<file path="config.mk">
export PLATFORM = sky130hd
export DESIGN_NAME = div16x8_seq_flat
export DESIGN_NICKNAME = d
export VERILOG_FILES = /design/src/rtl/div16x8_seq_if.sv /design/src/rtl/div16x8_seq.sv /design/src/flat_wrapper.sv
export SDC_FILE = /design/constraint.sdc
export NUM_CORES = 1
export LEC_CHECK = 0
export BUFFER_PORTS_ARGS = -buffer_cell sky130_fd_sc_hd__buf_4
export CAP_MARGIN = 10
export CORE_MARGIN = 2
export CORE_UTILIZATION = 45
export DETAILED_ROUTE_END_ITERATION = 12
export GPL_TIMING_DRIVEN = 1
export HOLD_SLACK_MARGIN = 0.12
export MAX_ROUTING_LAYER = met4
export PLACE_DENSITY = 0.67
export SETUP_SLACK_MARGIN = 0.3
export SLEW_MARGIN = 5
export SYNTH_ARGS = -nofsm -noshare
export SYNTH_HDL_FRONTEND = slang
export SYNTH_SLANG_ARGS = --single-unit
export TNS_END_PERCENT = 50
</file>
<file path="constraint.sdc">
create_clock -name clk -period 3.28 [get_ports clk]
set_clock_uncertainty 0.05 [all_clocks]
set_input_delay 0.328 -clock clk [delete_from_list [all_inputs] [get_ports clk]]
set_output_delay 0.328 -clock clk [all_outputs]
set_load 0.01 [all_outputs]
</file>
<file path="src/rtl/div16x8_seq_if.sv">
// Handshake and result bundle for the sequential divider.
// Parameters DIVIDEND_W and DIVISOR_W must match the attached div16x8_seq instance.
//   master : requester side, which drives start, dataa and datab.
//   slave  : divider side, which drives busy, done_flag, div_by_zero,
//            quotient, remainder, state_out and seg_out.
interface div16x8_seq_if #(
    parameter int unsigned DIVIDEND_W = 16,
    parameter int unsigned DIVISOR_W  = 8
);
    logic                  start;
    logic [DIVIDEND_W-1:0] dataa;
    logic [DIVISOR_W-1:0]  datab;
    logic                  busy;
    logic                  done_flag;
    logic                  div_by_zero;
    logic [DIVIDEND_W-1:0] quotient;
    logic [DIVISOR_W-1:0]  remainder;
    logic [2:0]            state_out;
    logic [6:0]            seg_out;

    modport master (
        output start, dataa, datab,
        input  busy, done_flag, div_by_zero, quotient, remainder, state_out, seg_out
    );

    modport slave (
        input  start, dataa, datab,
        output busy, done_flag, div_by_zero, quotient, remainder, state_out, seg_out
    );
endinterface

</file>
<file path="src/rtl/div16x8_seq.sv">
// Sequential radix-2 restoring divider: dataa / datab, one quotient bit per clock.
// Ports:
//   clk     rising-edge clock
//   aclr_n  asynchronous active-low reset
//   bus     div16x8_seq_if.slave
//           in : start, dataa (dividend), datab (divisor)
//           out: busy, done_flag, div_by_zero, quotient, remainder,
//                state_out (IDLE=0, CALC=1, DONE=2, ERR=3), seg_out {a..g}
// Optional build macro DIV_SEG_DISPLAY_EN: when defined, seg_out is a registered
// seven-segment decode of state_out; otherwise seg_out is tied low.
module div16x8_seq #(
    parameter int unsigned DIVIDEND_W = 16,
    parameter int unsigned DIVISOR_W  = 8
) (
    input  logic           clk,
    input  logic           aclr_n,
    div16x8_seq_if.slave   bus
);
    localparam int unsigned CNT_W = (DIVIDEND_W > 1) ? $clog2(DIVIDEND_W) : 1;
    localparam int unsigned REM_W = DIVISOR_W + 1;

    typedef enum logic [2:0] {
        IDLE = 3'd0,
        CALC = 3'd1,
        DONE = 3'd2,
        ERR  = 3'd3
    } state_t;

    state_t                state_q, state_d;
    logic [DIVISOR_W-1:0]  divisor_q, divisor_d;
    logic [REM_W-1:0]      rem_acc_q, rem_acc_d;
    logic [DIVIDEND_W-1:0] q_acc_q, q_acc_d;
    logic [CNT_W-1:0]      count_q, count_d;
    logic                  busy_q, busy_d;
    logic                  done_flag_q, done_flag_d;
    logic                  div_by_zero_q, div_by_zero_d;
    logic [DIVIDEND_W-1:0] quotient_q, quotient_d;
    logic [DIVISOR_W-1:0]  remainder_q, remainder_d;

    // One restoring iteration: shift {rem,q} left, trial-subtract the divisor.
    logic [REM_W-1:0]      rem_shift;
    logic [REM_W:0]        trial;
    logic                  fits;
    logic [REM_W-1:0]      rem_next;
    logic [DIVIDEND_W-1:0] q_next;

    always_comb begin
        rem_shift = {rem_acc_q[DIVISOR_W-1:0], q_acc_q[DIVIDEND_W-1]};
        // Full-width subtract; rem_acc never reaches the divisor, so the top bit is a clean borrow.
        trial     = {rem_acc_q, q_acc_q[DIVIDEND_W-1]} - (REM_W+1)'(divisor_q);
        fits      = ~trial[REM_W];
        rem_next  = fits ? trial[REM_W-1:0] : rem_shift;
        q_next    = {q_acc_q[DIVIDEND_W-2:0], fits};
    end

    // Next-state and registered-output logic.
    always_comb begin
        state_d       = state_q;
        divisor_d     = divisor_q;
        rem_acc_d     = rem_acc_q;
        q_acc_d       = q_acc_q;
        count_d       = count_q;
        busy_d        = 1'b0;
        done_flag_d   = 1'b0;
        div_by_zero_d = div_by_zero_q;
        quotient_d    = quotient_q;
        remainder_d   = remainder_q;

        case (state_q)
            IDLE: begin
                if (bus.start) begin
                    if (bus.datab != '0) begin
                        divisor_d     = bus.datab;
                        rem_acc_d     = '0;
                        q_acc_d       = bus.dataa;
                        count_d       = '0;
                        div_by_zero_d = 1'b0;
                        busy_d        = 1'b1;
                        state_d       = CALC;
                    end else begin
                        // Error results are loaded here so they are valid alongside done_flag in ERR.
                        done_flag_d   = 1'b1;
                        div_by_zero_d = 1'b1;
                        quotient_d    = '1;
                        remainder_d   = bus.dataa[DIVISOR_W-1:0];
                        state_d       = ERR;
                    end
                end
            end
            CALC: begin
                rem_acc_d = rem_next;
                q_acc_d   = q_next;
                if (count_q == CNT_W'(DIVIDEND_W - 1)) begin
                    // Final iteration: publish results on the same edge that raises done_flag.
                    count_d     = '0;
                    done_flag_d = 1'b1;
                    quotient_d  = q_next;
                    remainder_d = rem_next[DIVISOR_W-1:0];
                    state_d     = DONE;
                end else begin
                    count_d = count_q + CNT_W'(1);
                    busy_d  = 1'b1;
                end
            end
            DONE:    state_d = IDLE;
            ERR:     state_d = IDLE;
            default: state_d = IDLE;
        endcase
    end

    // State and datapath registers.
    always_ff @(posedge clk or negedge aclr_n) begin
        if (!aclr_n) begin
            state_q       <= IDLE;
            divisor_q     <= '0;
            rem_acc_q     <= '0;
            q_acc_q       <= '0;
            count_q       <= '0;
            busy_q        <= 1'b0;
            done_flag_q   <= 1'b0;
            div_by_zero_q <= 1'b0;
            quotient_q    <= '0;
            remainder_q   <= '0;
        end else begin
            state_q       <= state_d;
            divisor_q     <= divisor_d;
            rem_acc_q     <= rem_acc_d;
            q_acc_q       <= q_acc_d;
            count_q       <= count_d;
            busy_q        <= busy_d;
            done_flag_q   <= done_flag_d;
            div_by_zero_q <= div_by_zero_d;
            quotient_q    <= quotient_d;
            remainder_q   <= remainder_d;
        end
    end

    assign bus.busy        = busy_q;
    assign bus.done_flag   = done_flag_q;
    assign bus.div_by_zero = div_by_zero_q;
    assign bus.quotient    = quotient_q;
    assign bus.remainder   = remainder_q;
    assign bus.state_out   = state_q;

`ifdef DIV_SEG_DISPLAY_EN
    // Seven-segment status digit, one cycle behind state_out.
    logic [6:0] seg_q, seg_d;

    always_comb begin
        seg_d = 7'b0000000;
        case (state_q)
            IDLE:    seg_d = 7'b1111110;
            CALC:    seg_d = 7'b0110000;
            DONE:    seg_d = 7'b1101101;
            ERR:     seg_d = 7'b1111001;
            default: seg_d = 7'b0000000;
        endcase
    end

    always_ff @(posedge clk or negedge aclr_n) begin
        if (!aclr_n) seg_q <= 7'b0000000;
        else         seg_q <= seg_d;
    end

    assign bus.seg_out = seg_q;
`else
    assign bus.seg_out = 7'b0000000;
`endif

endmodule

</file>
<file path="src/flat_wrapper.sv">
// flat-port wrapper written by rule: the top's interface ports become plain ports
module div16x8_seq_flat 
#(
    parameter int unsigned DIVIDEND_W = 16,
    parameter int unsigned DIVISOR_W  = 8
)
  (clk, aclr_n, bus_start, bus_dataa, bus_datab, bus_busy, bus_done_flag, bus_div_by_zero, bus_quotient, bus_remainder, bus_state_out, bus_seg_out);
  div16x8_seq_if #(.DIVIDEND_W(DIVIDEND_W), .DIVISOR_W(DIVISOR_W)) bus_i ();
  input  logic clk;
  input  logic aclr_n;
  input wire logic [$bits(bus_i.start)-1:0] bus_start;
  input wire logic [$bits(bus_i.dataa)-1:0] bus_dataa;
  input wire logic [$bits(bus_i.datab)-1:0] bus_datab;
  output wire logic [$bits(bus_i.busy)-1:0] bus_busy;
  output wire logic [$bits(bus_i.done_flag)-1:0] bus_done_flag;
  output wire logic [$bits(bus_i.div_by_zero)-1:0] bus_div_by_zero;
  output wire logic [$bits(bus_i.quotient)-1:0] bus_quotient;
  output wire logic [$bits(bus_i.remainder)-1:0] bus_remainder;
  output wire logic [$bits(bus_i.state_out)-1:0] bus_state_out;
  output wire logic [$bits(bus_i.seg_out)-1:0] bus_seg_out;
  assign bus_i.start = bus_start;
  assign bus_i.dataa = bus_dataa;
  assign bus_i.datab = bus_datab;
  assign bus_busy = bus_i.busy;
  assign bus_done_flag = bus_i.done_flag;
  assign bus_div_by_zero = bus_i.div_by_zero;
  assign bus_quotient = bus_i.quotient;
  assign bus_remainder = bus_i.remainder;
  assign bus_state_out = bus_i.state_out;
  assign bus_seg_out = bus_i.seg_out;
  div16x8_seq #(.DIVIDEND_W(DIVIDEND_W), .DIVISOR_W(DIVISOR_W)) u_core (.clk(clk), .aclr_n(aclr_n), .bus(bus_i));
endmodule
</file>
# After elaboration in Yosys (flattened, before gate mapping)
# Index checks and enable logic that the tools add are counted.
# word_totals
regBits	67
inputBits	27
out_inout_bits	37
wordCells	58
# op_classes
n_addsub	2
eq_ne	6
muxes	31
n_bitwise	1
reduce_logical	8
# op_table
cell	count
$mux W16	5
$pmux W16 S2	2
$mux W9	3
$mux W8	3
$pmux W9 S2	1
$pmux W8 S2	1
$mux W4	3
$sub A10 B8 Y10	1
$pmux W4 S2	1
$reduce_bool A8 Y1	1
$mux W1	6
$mux W3	2
$pmux W3 S2	1
$reduce_and A3 Y1	2
$add A4 B1 Y4 const B	1
$eq A4 B4 Y1 const B	1
$ne A2 B1 Y1 const B	2
$ne A2 B2 Y1 const B	2
$pmux W1 S2	2
$reduce_and A2 Y1	2
$reduce_and A4 Y1	1
$eq A3 B1 Y1 const B	1
$logic_not A3 Y1	1
$mux W2	1
other kinds (2)	2

# Logic depth before layout (Yosys ltp)
# Gate-level depths: netlist of run 1.
# depth
word_depth	4
depth_mapped	10
ltp_nobuf	10

# Least setup slack after synthesis of run 1
# No wires, ideal clock.
# synth_path
path_kind	register to register
start	register u_core.q_acc_q[15]
end	register u_core.remainder_q[6], in the netlist u_core.bus.remainder[6]
setup_time_ns	0.082
arrival_ns	2.139
path_slack_ns	1.010
path_stages_with_launch	11
path_buffers	0
synth_period_minus_slack_ns	2.270
cell_sequence	dfrtp_1 > inv_1 > ha_1 > inv_1 > fa_1 > a211o_1 > o211ai_1 > a21oi_1 > a2111oi_0 > mux2i_1 > a31oi_1
# synth_between
elab_chain_len	4
# synth_lines
element	line_no	source
start, declared	div16x8_seq.sv:32	logic [DIVIDEND_W-1:0] q_acc_q, q_acc_d;
start signal, assigned	div16x8_seq.sv:128	q_acc_q <= q_acc_d;
$sub A10 B8 Y10	div16x8_seq.sv:50	trial = {rem_acc_q, q_acc_q[DIVIDEND_W-1]} - (REM_W+1)'(divisor_q);
$mux W9	div16x8_seq.sv:52	rem_next = fits ? trial[REM_W-1:0] : rem_shift;
$mux W8	div16x8_seq.sv:93	if (count_q == CNT_W'(DIVIDEND_W - 1)) begin
$pmux W8 S2	div16x8_seq.sv:69	case (state_q)
end signal, assigned	div16x8_seq.sv:134	remainder_q <= remainder_d;
end, declared	div16x8_seq.sv:38	logic [DIVISOR_W-1:0] remainder_q, remainder_d;
# Every way passes these cells. The select of a mux whose other input is x is not followed.
# A chain may end at the register's enable or synchronous reset.

# Worst setup path after layout of run 1
# Ends and elaborated chain as after synthesis.

==> tab_implementation.tex, run 1 <==
\begin{tabular}{lr}
\hline
Metric & Value \\
\hline
\multicolumn{2}{l}{\textbf{Status}} \\
\quad Run status & complete, no violations \\
\multicolumn{2}{l}{\textbf{Detailed routing}} \\
\quad Routed wire length per instance & 14.46 um \\
\quad Post-DRT Antenna Nets & 0 \\
\quad Via density per instance & 5.212 \\
\quad Detailed Route Iter0 Violations & 154 \\
\quad Final wirelength & 7.214 mm \\
\quad Routed via count & around 2600 \\
\quad DR DRC count & 0 \\
\quad First-pass iteration count of the detailed router & 4 \\
\multicolumn{2}{l}{\textbf{Floorplan}} \\
\quad Placeable Area & roughly 6900 um\^{}2 \\
\quad Number of core rows & 30 \\
\quad Ports placed on the boundary & 64 \\
\quad Die Width & 88.83 um \\
\quad Initial core utilization & 0.4714 \\
\quad Overall die height & 88.83 um \\
\quad Total die area & 7891 um\^{}2 \\
\multicolumn{2}{l}{\textbf{Timing}} \\
\quad Number of hold violations in the final report & 0 \\
\quad RSZ-0062 raised after global routing & false \\
\quad Relative slew slack & 0.4392 \\
\quad Number of endpoints failing setup at the final stage & 0 \\
\quad Accumulated negative setup slack & 0 ps \\
\quad WHS & 178.1 ps \\
\quad Tcrit/Tclk final & 0.7906 \\
\quad Worst Tran Pin Value & 841.2 ps \\
\quad Number of max-slew violations in the final report & 0 \\
\quad Time the worst path needs with I/O delays and setup & around 2600 ps \\
\quad Timing-limited maximum frequency & 0.3856 GHz \\
\multicolumn{2}{l}{\textbf{Hold path}} \\
\quad Beginning of the worst hold path & bus\_datab[5] \\
\quad Class of the tightest hold or removal check & input pin to flop \\
\multicolumn{2}{l}{\textbf{Clocking}} \\
\quad Reg clk slew, reported paths & 70 ps \\
\quad Buffers inserted during post-CTS setup optimization & 0 \\
\quad Clock tree from TritonCTS & built \\
\quad Buffers from clock root to sink, at most & 2 \\
\quad Cts bufs inserted & 9 \\
\quad Maximum level of the CTS H-tree & 3 \\
\quad Clock Tree Root & sky130\_fd\_sc\_hd\_\_clkbuf\_8 \\
\quad Clk\_lat worst skew & 340 ps \\
\quad Gates resized, CTS repair & 0 \\
\quad Total of hold buffers inserted after clock tree synthesis & 1 \\
\quad Clock sink total & 66 \\
\multicolumn{2}{l}{\textbf{Synthesis}} \\
\quad Average footprint of a synthesized cell & 9.413 um\^{}2 \\
\quad Post-synthesis cell area & 3238 um\^{}2 \\
\quad Synth Register Bits & 66 \\
\quad Number of distinct library cells after synthesis & 50 \\
\quad Fraction of the yosys area taken by sequential cells & 0.5100 \\
\quad Cells after synthesis & between 300 and 400 \\
\quad Count of yosys warnings during synthesis & 0 \\
\multicolumn{2}{l}{\textbf{Run}} \\
\quad Maximum capacitance violations & 0 \\
\multicolumn{2}{l}{\textbf{Cells and area}} \\
\quad Syn-to-layout area delta & 22.06\% \\
\quad Layout cell share with drive strength beyond 1 & 0.2333 \\
\quad Layout Nets & 435 \\
\quad Number of filler instances in the final layout & 635 \\
\quad Final Instance Count excl. Fillers & 499 \\
\quad Fraction of the core area covered by cells at the end of the flow & 0.5754 \\
\quad Antenna cell count & 0 \\
\multicolumn{2}{l}{\textbf{Worst setup path}} \\
\quad Critical path capture point type & flop \\
\quad FF-to-FF Start & u\_core.q\_acc\_q[15] \\
\quad Start point of the critical path & u\_core.q\_acc\_q[15] \\
\quad Kind of launch point of the worst setup path & flop \\
\quad Arrival time worst endpoint & $\sim$2800 ps \\
\quad Crit-path max FO & 3 \\
\quad Required arrival time at the worst endpoint & 3490 ps \\
\quad Critical path class & flop to flop \\
\multicolumn{2}{l}{\textbf{Global route}} \\
\quad Global Route Usage Sum & 0.2045 \\
\quad Maximum number of pins on one net before global-route repair & 67 \\
\quad GRT Residual Overflow & 0 \\
\quad Number of antenna violations at the first check in global routing & 0 \\
\quad Global-route wire length before repair & between 10 and 15 mm \\
\quad Number of global-route vias before repair & $\sim$2600 \\
\multicolumn{2}{l}{\textbf{Placed design}} \\
\quad Dpl cells & between 400 and 500 \\
\quad Count of buffers inserted at the top-level ports & 55 \\
\quad HPWL reported at the end of detailed placement & 5.124 mm \\
\quad Final RePlAce weighted congestion & between 0.8 and 0.9 \\
\multicolumn{2}{l}{\textbf{Pwr}} \\
\quad Static Leakage & 0.001784 uW \\
\quad Power per Cell Area & 1131 nW/um\^{}2 \\
\quad Max VDD drop & $\sim$0.00053 V \\
\hline
\end{tabular}
## cells in the final DEF, fill, tap and decap left out, types with 8 or more instances in the layout
cell type,count
sky130_fd_sc_hd__a21oi_1,20
sky130_fd_sc_hd__a31oi_1,12
sky130_fd_sc_hd__buf_4,60
sky130_fd_sc_hd__clkbuf_8,10
sky130_fd_sc_hd__conb_1,8
sky130_fd_sc_hd__dfrtp_1,66
sky130_fd_sc_hd__ha_1,9
sky130_fd_sc_hd__inv_1,9
sky130_fd_sc_hd__mux2_2,9
sky130_fd_sc_hd__nand2_1,48
sky130_fd_sc_hd__nand3_1,9
sky130_fd_sc_hd__nor2_1,64
sky130_fd_sc_hd__nor3_1,10
sky130_fd_sc_hd__o21ai_0,11
## stage by stage
stage | setup WS [ps] | power, uW | cell area [um^2]
final | 686.8 | 4470 | 3953
after global routing | 388.3 | 4835 | 3953
after CTS | 686.3 | 4496 | 3953
after detailed placement | 718.1 | 3707 | 3717
after global placement | 855.8 | 3637 | 3717
after floorplan | 1010 | 3061 | 3264
## final timing paths
path	endpoint	slack, ps	cells after the start
min in group asynchronous	u_core.bus.div_by_zero	570	2
max in group asynchronous	u_core.bus.remainder[7]	2050	2
worst max register to register	u_core.bus.remainder[6]	690	10
worst min register to register	u_core.bus.div_by_zero	440	2
worst max-delay path	u_core.bus.remainder[6]	690	10
worst min-delay path	u_core.divisor_q[5]	180	2
## area by class of cell
cell class | instances | area (um^2) | area share
Clock buffer | 10 | 137.6 | 0.03482
Sequential cell | 66 | 1652 | 0.4179
Multi-Input combinational cell | 251 | 1461 | 0.3697
Inverter | 9 | 33.78 | 0.008547
Timing Repair Buffer | 61 | 460.4 | 0.1165
Tap cell | 96 | 120.1 | 0.03039
Clock inverter | 6 | 87.58 | 0.02216
## cell usage after synthesis, drive strengths merged
master   number  area [um^2]
nand3         9        45.04
and3          1        6.260
nand4b        1        8.760
a41oi         2        17.52
nand2b        1        6.260
a31oi        13        96.34
a21oi        20        100.1
a211oi        2        27.53
inv           9        33.78
conb          1        3.750
o21ai        15        75.07
o221ai        1        8.760
a211o         3        26.28
a21o          2        15.01
mux2         11        127.6
a2111o        1        11.26
xor2          3        45.05
nor3         10        50.05
nor2b         2        12.51
o211ai        2        15.01
a22o          1        8.760
nand2        48        180.2
nor4          2        12.51
o211a         1        10.01
a2111oi       1        8.760
and2          2        15.02
nand4         3        18.77
o32a          1        10.01
o22a          1        8.760
or2           3        18.77
a32oi         1        8.760
fa            1        20.02
nand3b        1        7.510
ha            9        112.6
o2111ai       1        8.760
buf          13        83.83
dfrtp        66         1652
mux2i         1        10.01
nor2         64        240.2
xnor2         3        26.28
clkbuf       12        45.04
## metal layers
metal	global-route usage	routed length (um)
met5	-	0
met4	0.09780	186
met3	0.03078	290
met2	0.3250	3485
met1	0.2561	3251
## where the power goes
group | switching (uW) | internal [uW]
Combinational | 1230 | 1010
Clock | 332 | 452
Sequential | 257 | 1190
## flip-flops by register name, indices dropped and copies added, names as in the netlist
name	count
u_core.rem_acc_q	9
u_core.bus.done_flag	1
u_core.q_acc_q	16
u_core.bus.div_by_zero	1
u_core.bus.quotient	16
u_core.bus.state_out	2
u_core.divisor_q	8
u_core.bus.busy	1
u_core.bus.remainder	8
u_core.count_q	4
## worst max-delay path, cell delays in order (launching register included)
cell	delay (ps)
sky130_fd_sc_hd__dfrtp_1	360
sky130_fd_sc_hd__inv_1	90
sky130_fd_sc_hd__ha_1	200
sky130_fd_sc_hd__inv_1	60
sky130_fd_sc_hd__fa_1	430
sky130_fd_sc_hd__a211o_1	280
sky130_fd_sc_hd__o211ai_1	150
sky130_fd_sc_hd__a21oi_1	160
sky130_fd_sc_hd__a2111oi_0	380
sky130_fd_sc_hd__mux2i_1	150
sky130_fd_sc_hd__a31oi_1	190
## kinds of logic after synthesis
family / count (synthesis) / synth area share
simple gates: 147 / 0.1920
mux: 12 / 0.04250
other cells: 1 / 0.001158
buf+inv: 34 / 0.05023
fa+ha+maj: 10 / 0.04096
xor+xnor: 6 / 0.02203
compound gates: 68 / 0.1410
flops: 66 / 0.5100
(Power assumes the default switching activity.)
==> inputs of run 2 (changes only) <==
==> constraint.sdc (replaced) <==
create_clock -name clk -period 2.7 [get_ports clk]
set_clock_uncertainty 0.05 [all_clocks]
set_input_delay 0.27 -clock clk [delete_from_list [all_inputs] [get_ports clk]]
set_output_delay 0.27 -clock clk [all_outputs]
set_load 0.01 [all_outputs]
==> run 2 against run 1 <==
Routed wire length up 1.0%. Worst hold slack worse by 47 ps. Critical path depth did not move. Sequential power rose by 22%. First-iteration DRC count is 15% lower. Clock power increased by 21%. Worst setup slack worse by 330 ps. Count of clock-buffer cells in the layout shrank 1. Critical path type unchanged. Largest cell class unchanged.
==> tab_implementation.tex, run 2 (synthesis results as in run 1) <==
\begin{tabular}{lr}
\hline
Metric & Value \\
\hline
\multicolumn{2}{l}{\textbf{Status}} \\
\quad Run status & complete, no violations \\
\multicolumn{2}{l}{\textbf{Floorplan}} \\
\quad Die Width & between 80 and 90 um \\
\quad Placeable Area & about 6900 um\^{}2 \\
\quad Total die area & 7891 um\^{}2 \\
\quad Number of core rows & 30 \\
\quad Overall die height & 88.83 um \\
\quad Ports placed on the boundary & 64 \\
\quad Initial core utilization & 0.4714 \\
\multicolumn{2}{l}{\textbf{Clocking}} \\
\quad Buffers from clock root to sink, at most & 2 \\
\quad Cts bufs inserted & 9 \\
\quad Clk\_lat worst skew & 350 ps \\
\quad Clock sink total & 66 \\
\quad Maximum level of the CTS H-tree & 3 \\
\quad Clock Tree Root & sky130\_fd\_sc\_hd\_\_clkbuf\_8 \\
\quad Reg clk slew, reported paths & about 80 ps \\
\quad Clock tree from TritonCTS & built \\
\multicolumn{2}{l}{\textbf{Worst setup path}} \\
\quad CP max stage cell & sky130\_fd\_sc\_hd\_\_fa\_2 \\
\quad Critical path capture point type & flop \\
\quad Sum of buffers and inverters on the critical path & 2 \\
\quad Crit-path max FO & 3 \\
\quad Reg-to-reg critical path endpoint & u\_core.bus.remainder[6] \\
\quad Cells along the critical path & inv\_1 -> ha\_2 -> inv\_1 -> fa\_2 -> a211o\_1 -> o211ai\_1 -> a21oi\_2 -> a2111oi\_2 -> mux2i\_2 -> a31oi\_1 \\
\quad Kind of launch point of the worst setup path & flop \\
\quad Required arrival time at the worst endpoint & 2920 ps \\
\quad Register-to-Register Setup Slack & $\sim$350 ps \\
\quad FF-to-FF Start & u\_core.q\_acc\_q[15] \\
\quad Kind of cell adding the most delay to the critical path & compound AO/OA/AOI/OAI gates \\
\quad Worst Reg2Reg Path Length in Cells & 10 \\
\quad Largest stage delay on the critical path & approximately 370 ps \\
\quad Critical path class & flop to flop \\
\quad Arrival time worst endpoint & 2570 ps \\
\quad Critical path's most frequent cell & sky130\_fd\_sc\_hd\_\_inv\_1 \\
\multicolumn{2}{l}{\textbf{Timing}} \\
\quad Timing-limited maximum frequency & 0.4259 GHz \\
\quad Worst Tran Pin Value & roughly 830 ps \\
\quad Number of endpoints failing setup at the final stage & 0 \\
\quad Number of max-slew violations in the final report & 0 \\
\quad Tcrit/Tclk final & 0.8697 \\
\quad Accumulated negative setup slack & 0 ps \\
\quad Number of hold violations in the final report & 0 \\
\quad Relative slew slack & 0.4445 \\
\quad RSZ-0062 raised after global routing & true \\
\quad Time the worst path needs with I/O delays and setup & 2348 ps \\
\multicolumn{2}{l}{\textbf{Detailed routing}} \\
\quad DR DRC count & 0 \\
\quad First-pass iteration count of the detailed router & 4 \\
\quad Detailed Route Iter0 Violations & 131 \\
\quad Final wirelength & roughly 7.3 mm \\
\quad Via density per instance & 5.199 \\
\quad Routed via count & 2667 \\
\quad Post-DRT Antenna Nets & 0 \\
\quad Routed wire length per instance & 14.20 um \\
\multicolumn{2}{l}{\textbf{Cells and area}} \\
\quad Most common cell after layout, fill and taps aside & sky130\_fd\_sc\_hd\_\_dfrtp\_1 \\
\quad Register Area & 1652 um\^{}2 \\
\quad Layout Nets & 449 \\
\quad Syn-to-layout area delta & 28.52\% \\
\quad Fraction of the core area covered by cells at the end of the flow & 0.6058 \\
\quad Antenna cell count & 0 \\
\quad Layout cell share with drive strength beyond 1 & 0.2806 \\
\quad Most frequent cells in the layout & 66 x sky130\_fd\_sc\_hd\_\_dfrtp\_1, 65 x sky130\_fd\_sc\_hd\_\_buf\_4, 64 x sky130\_fd\_sc\_hd\_\_nor2\_1, 47 x sky130\_fd\_sc\_hd\_\_nand2\_1, 17 x sky130\_fd\_sc\_hd\_\_a21oi\_1 \\
\quad Number of filler instances in the final layout & 608 \\
\quad Area of the multi-input gates & 1541 um\^{}2 \\
\multicolumn{2}{l}{\textbf{Pwr}} \\
\quad Cell-internal power & 3452 uW \\
\quad Power share of the sequential group & 0.303 \\
\quad Power per Cell Area & 1396 nW/um\^{}2 \\
\quad Max VDD drop & roughly 0.0006 V \\
\quad Net Sw Power & about 2400 uW \\
\quad Switching Share & 0.4057 \\
\quad Proportion of power drawn by combinational gates & 0.534 \\
\quad Part of the power in the clock network & 0.163 \\
\quad Static Leakage & 0.001847 uW \\
\multicolumn{2}{l}{\textbf{Hold path}} \\
\quad Number of cells on the worst hold path & 3 \\
\quad Class of the tightest hold or removal check & input pin to flop \\
\quad Beginning of the worst hold path & bus\_dataa[13] \\
\quad Sink of the worst hold path & u\_core.q\_acc\_q[13] \\
\multicolumn{2}{l}{\textbf{Run}} \\
\quad Maximum capacitance violations & 0 \\
\multicolumn{2}{l}{\textbf{Global route}} \\
\quad Maximum number of pins on one net before global-route repair & 67 \\
\quad Number of global-route vias before repair & 2604 \\
\quad GRT Residual Overflow & 0 \\
\quad Global Route Usage Sum & 0.2077 \\
\quad Global-route wire length before repair & 12.05 mm \\
\quad Number of antenna violations at the first check in global routing & 0 \\
\multicolumn{2}{l}{\textbf{Placed design}} \\
\quad HPWL reported at the end of detailed placement & $\sim$5 mm \\
\quad Final RePlAce weighted congestion & 0.8378 \\
\quad Count of buffers inserted at the top-level ports & 55 \\
\hline
\end{tabular}
run 2: cell count changes in the layout (fill, tap and decap cells not counted), sizes merged:
cell         change
dlygate4sd3      +8
buf              +6
clkbuf           -1
clkinvlp         +1
run 2: layout make-up:
cell class,instances,area share
clock inverters,7,0.02435
repair buffers,75,0.1416
multi-input cells,251,0.3704
inverters,9,0.008118
clock buffers,9,0.02977
well taps,96,0.02886
flip-flops and latches,66,0.3969
run 2: power by group through the flow:
stage	sequential (uW)	clock, uW	combinational [uW]
after floorplan	1750	0	1970
after global placement	1760	0	2670
after detailed placement	1760	0	2730
after CTS	1750	965	2860
after global routing	1820	1010	3450
final	1760	948	3100
run 2: worst max-delay path by stage:
stage                            start                      end  cells past startpoint
floorplan           u_core.q_acc_q[15]  u_core.bus.remainder[6]                     10
global placement    u_core.q_acc_q[15]  u_core.bus.remainder[6]                     10
detailed placement  u_core.q_acc_q[15]  u_core.bus.remainder[6]                     10
CTS                 u_core.q_acc_q[15]  u_core.bus.remainder[6]                     10
global route        u_core.q_acc_q[15]  u_core.bus.remainder[6]                     10
finish              u_core.q_acc_q[15]  u_core.bus.remainder[6]                     10
run 2: repair_timing:
action,in CTS,in global routing
hold buffers,9,0
gates resized for setup,4,16
hold endpoints to repair,74,0
endpoints found under the setup margin,6,20
pin swaps,1,6
setup buffers,2,2
run 2: layer usage:
layer / wire length (um) / global-route usage / share of wire / vias up
li1: - / - / - / 1304
met1: 3278 / 0.2659 / 0.45 / 1291
met2: 3548 / 0.3250 / 0.49 / 63
met3: 363 / 0.04664 / 0.050 / 9
met4: 94 / 0.07438 / 0.013 / 0
met5: 0 / - / 0 / -
run 2: tightest hold or removal path: cells and delay by family:
kind	cells	cell delay [ps]
and+or+nand+nor	1	50
buffers and inverters	1	110
AOI/OAI and AO/OA	1	70
run 2: stage by stage:
stage / std cells / worst slack, ps / cell area [um^2] / power, uW / hold slack, ps
6_report: 513 / 351.8 / 4161 / 5808 / 130.8
3_3_place_gp: 484 / 268.2 / 3732 / 4425 / 378.9
3_5_place_dp: 484 / 189.5 / 3732 / 4489 / 381.3
5_1_grt: 513 / 212.4 / 4161 / 6289 / 127.6
2_1_floorplan: 351 / 429.5 / 3264 / 3719 / -75.59
4_1_cts: 511 / 269.5 / 4080 / 5572 / 121.6
